### config.mk
export PLATFORM = sky130hd
export DESIGN_NAME = tw4_cmul
export DESIGN_NICKNAME = d
export VERILOG_FILES = /design/src/rtl/tw4_cmul.sv
export SDC_FILE = /design/constraint.sdc
export NUM_CORES = 1
export LEC_CHECK = 0
export ABC_AREA = 1
export BUFFER_PORTS_ARGS = -buffer_cell sky130_fd_sc_hd__buf_2
export CAP_MARGIN = 15
export CORE_MARGIN = 2
export CORE_UTILIZATION = 45
export CTS_BUF_LIST = sky130_fd_sc_hd__clkbuf_4 sky130_fd_sc_hd__clkbuf_8
export CTS_CLUSTER_SIZE = 25
export DETAILED_ROUTE_END_ITERATION = 16
export HOLD_SLACK_MARGIN = 0.1
export MAX_ROUTING_LAYER = met4
export SYNTH_ARGS = -nofsm -noshare
export SYNTH_HDL_FRONTEND = slang
export SYNTH_SLANG_ARGS = --single-unit
### constraint.sdc
create_clock -name clk -period 7.8 [get_ports clk]
set_input_delay 0.78 -clock clk [delete_from_list [all_inputs] [get_ports clk]]
set_output_delay 0.78 -clock clk [all_outputs]
set_load 0.005 [all_outputs]
### src/rtl/tw4_cmul.sv
// Radix-4 FFT twiddle-multiply stage: addresses the 4-entry twiddle ROM from a sample
// counter and multiplies each streamed complex sample by the Q2.8 twiddle, rounded and saturated.
module tw4_cmul #(
    parameter int DW      = 13,
    parameter int TW      = 10,
    parameter int SEG_LEN = 16
) (
    input  logic                 clk,
    input  logic                 rst,
    input  logic                 in_valid,
    output logic                 in_ready,
    input  logic signed [DW-1:0] din_re,
    input  logic signed [DW-1:0] din_im,
    output logic [1:0]           tw_addr,
    input  logic signed [TW-1:0] tw_re,
    input  logic signed [TW-1:0] tw_im,
    output logic                 out_valid,
    input  logic                 out_ready,
    output logic signed [DW-1:0] dout_re,
    output logic signed [DW-1:0] dout_im,
    output logic                 dout_last
);

    localparam int CW   = $clog2(4 * SEG_LEN);
    localparam int PW   = DW + TW + 1;
    localparam int FRAC = TW - 2;

    localparam logic signed [PW-1:0] RND     = PW'(2 ** (FRAC - 1));
    localparam logic signed [PW-1:0] SAT_MAX = PW'(2 ** (DW - 1) - 1);
    localparam logic signed [PW-1:0] SAT_MIN = PW'(-(2 ** (DW - 1)));

    // Round half up on the Q2.8 fraction, then clamp into the output range.
    function automatic logic signed [DW-1:0] rnd_sat(input logic signed [PW-1:0] v);
        logic signed [PW-1:0] t;
        t = v + RND;
        t = t >>> FRAC;
        if (t > SAT_MAX)
            return SAT_MAX[DW-1:0];
        else if (t < SAT_MIN)
            return SAT_MIN[DW-1:0];
        else
            return t[DW-1:0];
    endfunction

    logic [CW-1:0]         r_cnt;
    logic                  w_en;
    logic                  w_acc;

    logic                  r_vld_p1;
    logic                  r_last_p1;
    logic signed [DW-1:0]  r_a_re_p1;
    logic signed [DW-1:0]  r_a_im_p1;
    logic signed [TW-1:0]  r_w_re_p1;
    logic signed [TW-1:0]  r_w_im_p1;

    logic                  r_vld_p2;
    logic                  r_last_p2;
    logic signed [DW-1:0]  r_dout_re_p2;
    logic signed [DW-1:0]  r_dout_im_p2;

    logic signed [PW-1:0]  w_are;
    logic signed [PW-1:0]  w_aim;
    logic signed [PW-1:0]  w_wre;
    logic signed [PW-1:0]  w_wim;
    logic signed [PW-1:0]  w_pr;
    logic signed [PW-1:0]  w_pi;

    assign w_en     = !r_vld_p2 || out_ready;
    assign w_acc    = in_valid && w_en;
    assign in_ready = w_en;
    assign tw_addr  = r_cnt[CW-1 -: 2];

    always_ff @(posedge clk) begin
        if (rst)
            r_cnt <= '0;
        else if (w_acc)
            r_cnt <= r_cnt + CW'(1);
    end

    // ---- stage p1: capture sample, twiddle and block-end flag ----
    always_ff @(posedge clk) begin
        if (rst) begin
            r_vld_p1  <= 1'b0;
            r_last_p1 <= 1'b0;
        end else if (w_en) begin
            r_vld_p1  <= in_valid;
            r_last_p1 <= in_valid && (&r_cnt);
        end
    end

    always_ff @(posedge clk) begin
        if (w_acc) begin
            r_a_re_p1 <= din_re;
            r_a_im_p1 <= din_im;
            r_w_re_p1 <= tw_re;
            r_w_im_p1 <= tw_im;
        end
    end

    // ---- stage p2: full-precision complex product, round, saturate ----
    assign w_are = PW'(r_a_re_p1);
    assign w_aim = PW'(r_a_im_p1);
    assign w_wre = PW'(r_w_re_p1);
    assign w_wim = PW'(r_w_im_p1);
    assign w_pr  = w_are * w_wre - w_aim * w_wim;
    assign w_pi  = w_are * w_wim + w_aim * w_wre;

    always_ff @(posedge clk) begin
        if (rst) begin
            r_vld_p2     <= 1'b0;
            r_last_p2    <= 1'b0;
            r_dout_re_p2 <= '0;
            r_dout_im_p2 <= '0;
        end else if (w_en) begin
            r_vld_p2  <= r_vld_p1;
            r_last_p2 <= r_last_p1;
            if (r_vld_p1) begin
                r_dout_re_p2 <= rnd_sat(w_pr);
                r_dout_im_p2 <= rnd_sat(w_pi);
            end
        end
    end

    assign out_valid = r_vld_p2;
    assign dout_last = r_last_p2;
    assign dout_re   = r_dout_re_p2;
    assign dout_im   = r_dout_im_p2;

endmodule

Yosys cells after proc, flatten, opt, wreduce, memory -nomap -nowiden
Index checks and enable logic that the tools add are counted.

Mux-type cells: 4. Magnitude comparators: 4. $mul: 4. Add/subtract/negate cells: 5. Reduce and logical (&&, ||, !) cells: 6.

Operators with widths (number): multiplier 13 x 10 -> 23 bit (4); 2-to-1 mux 13 bit (4); adder 24 x 9 -> 24 bit (second input constant) (2); > comparator 16 x 13 -> 1 bit (second input constant) (2); < comparator 16 x 13 -> 1 bit (second input constant) (2); adder 23 x 23 -> 24 bit (1); subtractor 23 x 23 -> 24 bit (1); adder 6 x 1 -> 6 bit (second input constant) (1); AND reduction 6 bit (1); logical AND 1 bit (2); AND reduction 2 bit (1); logical NOT 1 bit (1); logical OR 1 bit (1).

Flip-flop bits (word level): 82. Input port bits: 50. Output and inout port bits: 31.

Depth between registers and ports, before layout
Gate-level depths: netlist of the first run.

Depth after elaboration: 6. Mapped depth: 35.

Least setup slack after synthesis of the first run
No wires, ideal clock.

Kind: reg2reg. From: register r_a_re_p1[12]. To: register r_dout_re_p2[10] (netlist: dout_re[10]). Stages on the path, launching flop included: 29. Clock period less this slack: 6.438 ns. Arrival time: 6.316 ns. Path buffers: 3. Setup slack: 1.362 ns. Cell sequence: edfxtp_1 clkbuf_1 clkbuf_1 nand2_1 fa_1 fa_1 fa_1 inv_1 fa_1 inv_1 fa_1 inv_1 fa_1 inv_1 fa_1 inv_1 ha_1 nand2_1 nor2_2 inv_2 nor2_2 nand3_2 nand3_1 nand2_1 nand2_2 nand3_2 a21oi_4 buf_8 a21oi_2.

Cells in the longest elaborated chain, start to end: 6. Elaborated cells between the ends (all ways): 7. Classes of those cells: 2 x add/sub; 1 x mul; 2 x order compare; 2 x mux.

RTL lines: start, declared (line 51) `logic signed [DW-1:0] r_a_re_p1;`; start signal, assigned (line 93) `r_a_re_p1 <= din_re;`; multiplier 13 x 10 -> 23 bit * (line 105) `assign w_pr = w_are * w_wre - w_aim * w_wim;`; subtractor 23 x 23 -> 24 bit * (line 105); adder 24 x 9 -> 24 bit * (line 35) `t = v + RND;`; < comparator 16 x 13 -> 1 bit (line 39) `else if (t < SAT_MIN)`; 2-to-1 mux 13 bit (line 39); 2-to-1 mux 13 bit * (line 37) `if (t > SAT_MAX)`; end signal, assigned (line 118) `r_dout_re_p2 <= rnd_sat(w_pr);`; end, declared (line 58) `logic signed [DW-1:0] r_dout_re_p2;`.

Every way passes the cells marked *; elsewhere a longest branch is shown, timed or not. A chain may end at the register's enable or synchronous reset.

Final worst setup path of the first run
From: register r_w_re_p1[6]. To: register r_dout_re_p2[0] (netlist: dout_re[0]).

Cells in the longest elaborated chain, start to end: 6. Elaborated cells between the ends (all ways): 7. Classes of those cells: 2 x add/sub; 1 x mul; 2 x order compare; 2 x mux.

RTL lines: start, declared (line 53) `logic signed [TW-1:0] r_w_re_p1;`; start signal, assigned (line 95) `r_w_re_p1 <= tw_re;`; multiplier 13 x 10 -> 23 bit * (line 105); subtractor 23 x 23 -> 24 bit * (line 105); adder 24 x 9 -> 24 bit * (line 35); < comparator 16 x 13 -> 1 bit (line 39); 2-to-1 mux 13 bit (line 39); 2-to-1 mux 13 bit * (line 37).

Marked as above.

==> results.py, run 1 <==
metrics = {
    "global_route": {
        "grt_pass1_wl_um": 112000,
        "gr-usage-all-layers_pct": 27.0,
        "antenna_found_initial": 2,
        "overflow": 0,
        "grt_pass1_vias": 20191,
        "grt_max_degree": 49,
    },
    "floorplanning": {
        "rows": 85,
        "pin_count": 81,
        "coreArea_mm2": 0.0538,
        "start_util_pct": 45.5,
        "die_w_um": 237,
        "die_h_um": 237,
        "die_area_mm2": 0.0563,
    },
    "synthesis": {
        "synth_area_per_cell_um2": 8.10,
        "async_flop_share_pct": 0,
        "synth_edf_count": 46,
        "synth_simple_gate_area_share_pct": 15.8,
        "synth_area_mm2": 0.0245,
        "synthTopCellsByArea": "fa_1, inv_1, nand2_1",
        "synthMuxAreaShare_pct": 0,
        "synth-adder-area-share_pct": 54.3,
        "ys_ff_latch": 82,
        "yosys_warnings": 0,
        "syn_nets": 3802,
        "synth_xor_area_share_pct": 1.21,
        "synthFlopType": "edfxtp_1",
        "syn_inst": 3024,
        "synth_top_cell_by_area": "fa_1",
        "synth_top_family_by_area": "adder cells",
        "synth_seq_area_share_pct": 8.58,
        "synthDominantCellAreaShare_pct": 45.7,
        "synth_cell_types": 41,
        "synth_compound_area_share_pct": 2.78,
    },
    "hold_path": {
        "hold_path.class": "flop to flop",
        "worstHoldStart": "r_last_p1",
    },
    "clocking": {
        "clk_path_buf_depth": 2,
        "cts_buffers": 9,
        "insertion_delay_ps": 460,
        "cts.sinks": 82,
        "cts_tree": "yes",
        "post_cts_buffers": 0,
        "cts-htree-levels": 3,
        "clkTransAtPathRegs_ps": 100,
        "cts_resized": 0,
        "ctsHoldBuffers": 0,
        "cts-root-buf": "clkbuf_8",
    },
    "cells_and_area": {
        "final_common_cell": "inv_1",
        "fillers": 5312,
        "nNetsFinal": 3824,
        "most-common-layout-cells": "inv_1, nand2_1, fa_1",
        "drive_gt1_share_pct": 7.70,
        "syn2layout_area_growth_pct": 5.74,
    },
    "detailed_routing": {
        "drcViolationCount": 0,
        "vias": 18265,
        "postRouteWirelength_um": 68000,
        "drtIter0Drc": 1445,
        "firstDrtPassIters": 6,
        "wl_per_cell_um": 18.1,
        "postRouteAntennaNets": 0,
        "viasPerCell": 4.87,
    },
    "sta": {
        "setup_ws_ps": 473,
        "finalHoldViolCount": 0,
        "fin_setup_tns_ps": 0,
        "period_share_pct": 93.9,
        "slew_headroom_pct": 18.7,
        "rsz0062_at_grt": "false",
        "min_period_ps": 7330,
        "tightestPinTransition_ps": 1220,
        "fmax_mhz": 136,
        "holdWs_ps": 468,
        "slew_violations": 0,
        "finClkSkew_ps": 13.5,
        "setup_viol": 0,
    },
    "outcome": {
        "status": "complete, no violations",
    },
    "critical_path": {
        "rr_startpoint": "r_w_re_p1[6]",
        "required_ps": 8130,
        "critPathLaunch": "r_w_re_p1[6]",
        "worstPathMaxFanout": 19,
        "crit_type": "flop to flop",
        "end_kind": "flop",
        "crit_path_start_kind": "flop",
        "cp_data_arrival_time_ps": 7660,
    },
    "placed_design": {
        "dp_hpwl_um": 55500,
        "place_congestion": 0.896,
        "place_ws_ps": 490,
        "port_buffers": 80,
    },
    "job": {
        "maxCapViolations": 0,
    },
}
[registers in the layout (all words and copies together) (netlist names)]
name / cells
r_cnt: 6
r_vld_p1: 1
dout_last: 1
r_w_re_p1: 10
r_last_p1: 1
r_w_im_p1: 10
out_valid: 1
dout_re: 13
dout_im: 13
r_a_re_p1: 13
r_a_im_p1: 13
[cell usage after synthesis (24+ instances only)]
cell	instances
dfxtp_1	36
fa_1	560
edfxtp_1	46
inv_1	987
ha_1	168
o21ai_0	35
nor2_1	79
a21oi_2	24
clkbuf_1	107
nand3_1	38
nand2_1	766
a21oi_1	44
[final cells by class]
cell class | count | area [um2] | area share [%]
repair buffers | 132 | 823 | 3.18
clock buffers | 11 | 139 | 0.536
well taps | 696 | 871 | 3.36
inverters | 995 | 3730 | 14.4
diodes | 2 | 5.00 | 0.0193
clock inverters | 5 | 86.3 | 0.333
multi-input cells | 1826 | 18200 | 70.1
flip-flops and latches | 82 | 2100 | 8.11
[through the flow]
step | area [um2] | std cells | utilization (%)
after floorplan | 24500 | 3024 | -
after CTS | 25900 | 3746 | 48.1
after detailed placement | 25700 | 3730 | 47.7
after global placement | 25700 | 3730 | 47.7
after global routing | 25900 | 3749 | 48.2
final | 25900 | 3749 | 48.2
[critical path, stage by stage (launching register included)]
cell,delay [ps]
edfxtp_1,1090
buf_4,290
nand2_1,80
fa_1,540
inv_1,50
fa_1,560
fa_1,450
fa_1,620
fa_1,440
fa_1,490
inv_1,50
fa_1,490
inv_1,40
ha_1,430
nand4_1,210
nor2_1,200
nand4_1,190
nand3_1,130
nand2_1,60
nand2_2,90
nand3_2,100
a21oi_4,440
a21oi_1,110
[kinds of logic after synthesis]
kind of cell	Yosys count
AO/OA/AOI/OAI	112
XOR/XNOR	33
adder cells (fa/ha/maj)	728
buffers and inverters	1116
flip-flops	82
AND/OR/NAND/NOR	953
[path summary, 6_finish.rpt]
kind	cells after the start	slack, ps	end
min	2	470	r_last_p1
min reg2reg	2	470	r_last_p1
max reg2reg	22	470	dout_re[0]
max	22	470	dout_re[0]
[routing by layer]
layer	global-route usage, %	up-vias	share of wire (%)
li1	-	8415	-
met1	34.6	9243	42
met2	45.8	505	50
met3	2.76	102	5.2
met4	7.39	0	2.9
met5	-	-	0
Power of run 1 is not shown: default switching activity piles up to over one toggle a cycle in this logic, so the estimate is an artifact.
==> inputs of run 2 (changes only) <==
--- a/config.mk
+++ b/config.mk
@@ -5,7 +5,6 @@
 export SDC_FILE = /design/constraint.sdc
 export NUM_CORES = 1
 export LEC_CHECK = 0
-export ABC_AREA = 1
 export BUFFER_PORTS_ARGS = -buffer_cell sky130_fd_sc_hd__buf_2
 export CAP_MARGIN = 15
 export CORE_MARGIN = 2
==> results.py, run 2 <==
metrics = {
    "detailed_routing": {
        "vias": 15431,
        "drtIter0Drc": 771,
        "postRouteWirelength_um": 51600,
        "viasPerCell": 4.93,
        "postRouteAntennaNets": 0,
        "drcViolationCount": 0,
        "wl_per_cell_um": 16.5,
        "firstDrtPassIters": 5,
    },
    "floorplanning": {
        "die_w_um": 229,
        "rows": 82,
        "die_h_um": 229,
        "start_util_pct": 45.6,
        "coreArea_mm2": 0.0502,
        "pin_count": 81,
        "die_area_mm2": 0.0526,
    },
    "synthesis": {
        "synth_edf_count": 46,
        "synth_cell_types": 55,
        "synthTopCellsByArea": "fa_1, inv_1, ha_1",
        "synth_area_per_cell_um2": 9.61,
        "yosys_warnings": 0,
        "ys_ff_latch": 82,
        "async_flop_share_pct": 0,
        "synth.most_common_cell": "inv_1",
        "syn_inst": 2379,
        "synthDominantCellAreaShare_pct": 49.0,
        "synth_area_mm2": 0.0229,
        "synthTopCellsByCount": "inv_1, fa_1, nand2_1",
        "syn_nets": 3157,
        "synth_top_cell_by_area": "fa_1",
        "synth_seq_area_share_pct": 9.19,
        "synthFlopType": "edfxtp_1",
    },
    "critical_path": {
        "end_kind": "flop",
        "crit_type": "flop to flop",
        "worstPathMaxFanout": 15,
        "reg2reg_depth": 20,
        "required_ps": 8170,
        "cp_data_arrival_time_ps": 7740,
        "crit_path_start_kind": "flop",
    },
    "global_route": {
        "grt_pass1_wl_um": 90200,
        "grt_pass1_vias": 17367,
        "overflow": 0,
        "gr-usage-all-layers_pct": 22.6,
        "grt_max_degree": 53,
        "antenna_found_initial": 0,
    },
    "clocking": {
        "insertion_delay_ps": 480,
        "cts-root-buf": "clkbuf_8",
        "cts-htree-levels": 3,
        "clk_path_buf_depth": 2,
        "cts_tree": "yes",
        "cts_buffers": 9,
        "clkTransAtPathRegs_ps": 100,
        "cts.sinks": 82,
    },
    "sta": {
        "period_share_pct": 94.5,
        "rsz0062_at_grt": "false",
        "fin_setup_tns_ps": 0,
        "setup_viol": 0,
        "finalHoldViolCount": 0,
        "tightestPinTransition_ps": 977,
        "fmax_mhz": 136,
        "slew_headroom_pct": 34.9,
        "slew_violations": 0,
        "finClkSkew_ps": 29.8,
        "min_period_ps": 7370,
    },
    "placed_design": {
        "port_buffers": 80,
        "dp_hpwl_um": 43300,
        "place_congestion": 0.849,
    },
    "job": {
        "maxCapViolations": 0,
    },
    "cells_and_area": {
        "antenna_cells": 0,
        "final_common_cell": "inv_1",
        "nNetsFinal": 3232,
        "fillers": 4764,
        "syn2layout_area_growth_pct": 8.05,
        "most-common-layout-cells": "inv_1, fa_1, nand2_1",
        "drive_gt1_share_pct": 8.46,
    },
    "hold_path": {
        "hold_path.class": "flop to flop",
        "worstHoldPathCells": 2,
    },
    "outcome": {
        "status": "complete, no violations",
    },
}
## run 2: logic make-up after synthesis
| kind of cell | count (synthesis) | share of synthesized area (%) |
|---|---|---|
| AND/OR/NAND/NOR | 660 | 14.5 |
| buffers and inverters | 742 | 12.3 |
| multiplexers | 4 | 0.175 |
| flip-flops | 82 | 9.19 |
| adder cells (fa/ha/maj) | 728 | 58.2 |
| XOR/XNOR | 54 | 2.13 |
| AO/OA/AOI/OAI | 109 | 3.47 |
## run 2: metrics by stage
step / instance area (um2) / instances / util [%] / worst slack [ps] / hold slack, ps
finish: 24700 / 3131 / 49.3 / 432 / 460
global route: 24700 / 3131 / 49.3 / 22.5 / 457
CTS: 24600 / 3121 / 49.0 / 217 / 440
detailed placement: 24400 / 3105 / 48.6 / 252 / 450
global placement: 24400 / 3105 / 48.6 / 295 / 436
floorplan: 22900 / 2379 / - / 680 / 437
## run 2: final timing paths
| path | from | endpoint | slack [ps] |
|---|---|---|---|
| max | r_a_re_p1[5] | dout_re[3] | 430 |
| min | dout_last | dout_last | 460 |
| max reg2reg | r_a_re_p1[5] | dout_re[3] | 430 |
| min reg2reg | dout_last | dout_last | 460 |
## run 2: final cells by class
| class | instances | area (um2) | area share [%] |
|---|---|---|---|
| inverter | 636 | 2390 | 9.66 |
| multi-input combinational | 1555 | 18000 | 72.8 |
| tap | 672 | 841 | 3.40 |
| clock buffer | 9 | 124 | 0.501 |
| clock inverter | 7 | 77.6 | 0.314 |
| sequential | 82 | 2100 | 8.51 |
| timing repair buffer | 170 | 1190 | 4.81 |
## run 2: timing repair
action                                  in CTS  in global routing
hold buffers                                 0                  0
endpoints found under the setup margin       0                 24
buffers inserted                             0                 10
resized for setup                            0                  6
## run 2: worst max-delay path, stage by stage, from the launching register on
cell      delay (ps)
edfxtp_1         830
buf_4            260
nand2_1           80
fa_1             520
fa_1             520
fa_1             530
inv_1             60
fa_1             570
fa_1             440
fa_1             500
inv_1             50
fa_1             470
inv_1             40
ha_1             350
nand3_1          140
or3_1            400
o2111a_1         280
or4b_2           680
nand4_4          200
o21ai_0          130
a211oi_2         220
## run 2: per-layer routing
| metal | vias up | global-route usage (%) | part of all wire, % |
|---|---|---|---|
| met2 | 341 | 36.6 | 49 |
| li1 | 7034 | - | - |
| met4 | 0 | 6.41 | 2.5 |
| met1 | 8009 | 29.9 | 44 |
| met5 | - | - | 0 |
| met3 | 47 | 2.79 | 4.6 |
Power of run 2 is left out for the same reason.
